**src/rtl/td4_sequencer.sv**
```systemverilog
// TD4 instruction sequencer: fetch/decode/exec around an external ALU.
// cur_o/next_i layout is {carry, out[3:0], pc[3:0], b[3:0], a[3:0]}; opecode_o is ir[7:4] for valid codes, 4'h8 for INVALID.
module td4_sequencer #(
  parameter int unsigned TICK_DIV = 4
) (
  input  logic        clk_i,
  input  logic        rst_i,
  input  logic        run_i,
  input  logic        step_i,
  output logic        rom_en_o,
  output logic [3:0]  rom_addr_o,
  input  logic [7:0]  rom_data_i,
  output logic [3:0]  opecode_o,
  output logic [3:0]  imm_o,
  output logic [16:0] cur_o,
  input  logic [16:0] next_i,
  output logic [3:0]  out_port_o,
  output logic        busy_o,
  output logic        retired_o
);
  localparam logic [3:0] OP_INVALID = 4'h8;
  localparam logic [7:0] TICK_LAST  = 8'(TICK_DIV - 1);

  typedef struct packed {
    logic       carry;
    logic [3:0] out;
    logic [3:0] pc;
    logic [3:0] b;
    logic [3:0] a;
  } regs_t;

  typedef enum logic [1:0] {S_IDLE, S_FETCH, S_DECODE, S_EXEC} state_e;

  state_e     state_q, state_d;
  regs_t      cur_q, cur_d, nxt;
  logic [7:0] ir_q, ir_d;
  logic [7:0] tick_cnt_q, tick_cnt_d;
  logic       tick, start, op_valid;
  logic [3:0] op_dec;

  assign nxt        = regs_t'(next_i);
  assign cur_o      = cur_q;
  assign out_port_o = cur_q.out;

  // Tick counter free-runs; a tick seen outside IDLE is simply lost.
  assign tick       = (tick_cnt_q == TICK_LAST);
  assign tick_cnt_d = tick ? 8'd0 : tick_cnt_q + 8'd1;
  assign start      = run_i ? tick : step_i;

  assign op_valid = !(ir_q[7:4] inside {4'h8, 4'hA, 4'hC, 4'hD});
  assign op_dec   = op_valid ? ir_q[7:4] : OP_INVALID;

  always_ff @(posedge clk_i or posedge rst_i) begin
    if (rst_i) begin
      state_q    <= S_IDLE;
      cur_q      <= '0;
      ir_q       <= '0;
      tick_cnt_q <= '0;
    end else begin
      state_q    <= state_d;
      cur_q      <= cur_d;
      ir_q       <= ir_d;
      tick_cnt_q <= tick_cnt_d;
    end
  end

  always_comb begin
    state_d = state_q;
    case (state_q)
      S_IDLE:   if (start) state_d = S_FETCH;
      S_FETCH:  state_d = S_DECODE;
      S_DECODE: state_d = S_EXEC;
      S_EXEC:   state_d = S_IDLE;
      default:  state_d = S_IDLE;
    endcase
  end

  // INVALID bypasses the ALU result and only steps the PC.
  always_comb begin
    cur_d = cur_q;
    ir_d  = ir_q;
    if (state_q == S_DECODE) ir_d = rom_data_i;
    if (state_q == S_EXEC) begin
      if (op_valid) begin
        cur_d = nxt;
      end else begin
        cur_d.pc = cur_q.pc + 4'd1;
      end
    end
  end

  always_comb begin
    busy_o     = (state_q != S_IDLE);
    rom_en_o   = (state_q == S_FETCH);
    rom_addr_o = cur_q.pc;
    retired_o  = (state_q == S_EXEC);
    opecode_o  = OP_INVALID;
    imm_o      = 4'd0;
    if (state_q == S_EXEC) begin
      opecode_o = op_dec;
      imm_o     = ir_q[3:0];
    end
  end
endmodule
```
**config.mk**
```make
export PLATFORM = sky130hd
export DESIGN_NAME = td4_sequencer
export DESIGN_NICKNAME = d
export VERILOG_FILES = /design/src/rtl/td4_sequencer.sv
export SDC_FILE = /design/constraint.sdc
export NUM_CORES = 1
export LEC_CHECK = 0
export CORE_AREA = 2 2 73 75
export DETAILED_ROUTE_END_ITERATION = 10
export DIE_AREA = 0 0 75 77
export DONT_BUFFER_PORTS = 1
export GPL_TIMING_DRIVEN = 0
export MAX_ROUTING_LAYER = met4
export PLACE_DENSITY = 0.47
export RECOVER_POWER = 100
export SLEW_MARGIN = 10
export SYNTH_ARGS = -nofsm -noshare
export SYNTH_HDL_FRONTEND = slang
export SYNTH_SLANG_ARGS = --single-unit
```
**constraint.sdc**
```tcl
create_clock -name clk_i -period 3.05 [get_ports clk_i]
set_input_delay 0.305 -clock clk_i [delete_from_list [all_inputs] [get_ports clk_i]]
set_output_delay 0.305 -clock clk_i [all_outputs]
set_load 0.02 [all_outputs]
```
==> impl_metrics.csv <==
group,metric,value,unit
logic_synthesis,synth_compound_area_frac,0.0426,
pwr,intPower,1.21,mW
global_routing,grt_max_degree,36,
logic_synthesis,synth-simple-area-share,0.134,
worst_setup_path,cp.required,2.74,ns
worst_setup_path,end_kind,"output pin",
logic_synthesis,yosysWarningCount,0,
floorplanning,die_area,5780,um2
logic_synthesis,synthAdderAreaFrac,0.0515,
layout,drive_gt1_frac,0.225,
pwr,pwr-share-clk,0.163,
worst_setup_path,arrival,2.08,ns
clocking,cts_resized,0,
timing,hold_violations,0,
pwr,p_leak,0.791,nW
clocking,clkSinkCount,35,
timing,finalCriticalPeriod,2.39,ns
logic_synthesis,syn_inst,134,
place,dp_worst_setup_slack,0.998,ns
clocking,numCtsBuffers,5,
timing,slew_headroom,0.129,
clocking,cts_tree,"yes",
place,post-dp-hpwl,2.31,mm
worst_setup_path,slowest_stage,"ha_1",
logic_synthesis,synth_nets,170,
logic_synthesis,post_synth_mux_area_share,0.165,
timing,setup_viol,0,
place,globalplace.congestion,0.790,
clocking,clk_pin_slew,0.07,ns
job,drv_cap,0,
layout,fin_util,0.371,
worst_setup_path,cp_max_fo,10,
worst_setup_path,crit_path_cell_trace,"ha_1 > a21boi_4 > buf_6 > and2_0",
timing,report.final.slew_viol_count,0,
logic_synthesis,ys_types,30,
place,port_buffers,0,
timing,setup_ws,0.662,ns
pwr,combPwrFrac,0.394,
pwr,switchingPower,932,uW
detailed_routing,remaining_drc_errors,0,
floorplanning,die_h,77,um
layout,area_growth_syn_to_layout,8.60,%
clocking,cts_setup_buffers,0,
outcome,status,"finished, final reports clean",
timing,finalSetupTns,0,ns
detailed_routing,post_drt_via_cell_ratio,4.69,
clocking,clk-insertion-delay-late,0.28,ns
logic_synthesis,syn_avg_cell_area,12.7,um2
worst_setup_path,crit_type,"flip-flop to output pin",
detailed_routing,firstDrtPassIters,4,
detailed_routing,routed_wl,3.10,mm
detailed_routing,num_vias,995,
floorplanning,row_count,26,
pwr,power_density,1160,nW/um2
global_routing,gr-total-overflow,0,
pwr,ir_drop,448,uV
clocking,holdBufCountCts,0,
layout,antenna_cells,0,
pwr,switching_share,0.435,
clocking,htree_levels,2,
detailed_routing,first_iter_violations,15,
floorplanning,fp.coreArea,4980,um2
timing,max_freq,419,MHz
layout,nNetsFinal,177,
pwr,p_seq_frac,0.443,
detailed_routing,avgRoutedWirePerCell,14.6,um
logic_synthesis,syn-cell-area,1700,um2
timing,rsz0062_at_grt,"false",
logic_synthesis,ys_seq_elements,35,
timing,post-route-period-util,0.783,
timing,worst_pin_slew,1.31,ns
timing,skew,0.00675,ns
worst_setup_path,startpoint_type,"flip-flop",
global_routing,grt_pass1_vias,1146,
logic_synthesis,synth-xor-area-share,0.0309,
floorplanning,pin_count,65,
detailed_routing,ant_nets,0,
floorplanning,initial_core_util,0.342,
floorplanning,die_width,75,um
global_routing,grt_pass1_wl,5.21,mm
logic_synthesis,synth_top_family_by_area,"multiplexers",
logic_synthesis,seq_area_frac_synth,0.515,
clocking,max-clock-path-buffers,2,
global_routing,antenna_found_initial,0,
global_routing,grtUsageTotal,0.123,
timing,holdWs,0.169,ns
clocking,ctsRootBufferMaster,"clkbuf_8",
hold_path,hold_path_class,"input port to flip-flop",
worst_setup_path,cpPeakStageDelay,0.51,ns
==> Yosys cell counts (all sizes together) <==
master,instances,area share
a21boi,1,0.011
a21o,1,0.0044
and2,8,0.029
and3,3,0.011
and3b,1,0.0051
buf,9,0.042
clkbuf,3,0.0066
dfrtp,35,0.51
ha,7,0.051
inv,6,0.013
mux2,22,0.15
mux2i,2,0.019
nand2,4,0.0088
nand2b,4,0.015
nand3,4,0.012
nand4,3,0.011
nand4b,2,0.010
nor2,3,0.0066
nor2b,2,0.0074
nor4,1,0.0037
o211ai,3,0.013
o221ai,2,0.014
or4b,2,0.014
xnor2,5,0.026
xor2,1,0.0051
==> kinds of logic (layout without fill, tap and decap cells) <==
family / count (synthesis) / count (layout)
AND/OR/NAND/NOR: 37 / 37
flip-flops: 35 / 35
XOR/XNOR: 6 / 6
adder cells (fa/ha/maj): 7 / 7
buffers and inverters: 18 / 26
multiplexers: 24 / 24
AO/OA/AOI/OAI: 7 / 7
==> metal layers <==
metal  routed length, um  GRT usage  vias up
met5                   0          -        -
met4                  15     0.0429        0
met3                 188     0.0434        2
met2                1680      0.206       29
met1                1210      0.132      499
li1                    -          -      465
==> power by group through the flow <==
stage                     combinational [mW]  sequential (mW)  clock (mW)
after detailed placement               0.908            0.963           0
after CTS                              0.910            0.955       0.370
after global routing                   0.926            0.982       0.398
after floorplan                        0.787            0.921           0
after global placement                 0.877            0.955           0
final                                  0.844            0.949       0.350
==> cells in the final DEF, fill, tap and decap left out, types with 2 or more instances in the layout <==
cell type and n:
or4b_1 2, mux2_2 21, nand4_1 3, nor2_1 3, dfrtp_1 35, xnor2_1 5, o211ai_1 3, clkbuf_8 6
ha_1 7, and2_0 7, and3_1 3, nand3_1 4, nand2_1 4, nor2b_1 2, nand4b_1 2, o221ai_1 2
nand2b_1 4, inv_1 6, clkbuf_1 11
==> worst paths after layout <==
path / from / endpoint / slack (ns) / cells past startpoint
max in group asynchronous: rst_i / state_q[0] / 2.00 / 1
max reg2reg: state_q[1] / cur_o[0] / 1.12 / 4
min reg2reg: tick_cnt_q[0] / tick_cnt_q[0] / 0.45 / 1
min in group asynchronous: rst_i / cur_o[16] / 0.28 / 1
max: state_q[1] / opecode_o[1] / 0.66 / 4
min: rom_data_i[7] / ir_q[7] / 0.17 / 1
==> stage by stage <==
| step | cell area [um2] | instances | total power, mW |
|---|---|---|---|
| 6_report | 1850 | 212 | 2.14 |
| 5_1_grt | 1850 | 212 | 2.31 |
| 3_5_place_dp | 1790 | 204 | 1.87 |
| 2_1_floorplan | 1700 | 134 | 1.71 |
| 3_3_place_gp | 1790 | 204 | 1.83 |
| 4_1_cts | 1890 | 212 | 2.23 |
==> critical path, delay by kind of cell, from the launching register on <==
family                     cells  cell delay, ns
adders and majority gates      1            0.51
buffers and inverters          1            0.18
AOI/OAI and AO/OA              1            0.39
and+or+nand+nor                1            0.32
DFF                            1            0.39
==> flip-flops by register name, summed over array words and instances, names as in the netlist <==
register / flops
cur_o: 9
ir_q: 8
tick_cnt_q: 8
out_port_o: 4
rom_addr_o: 4
state_q: 2
==> area by class of cell <==
cell class / count / area (um2)
buffer: 12 / 52.6
clock buffer: 6 / 82.6
clock inverter: 2 / 16.3
fill: 503 / 3130
inverter: 6 / 22.5
multi-input combinational: 81 / 711
sequential: 35 / 876
tap: 70 / 87.6
Note: power is estimated with default switching activity, not from simulation.
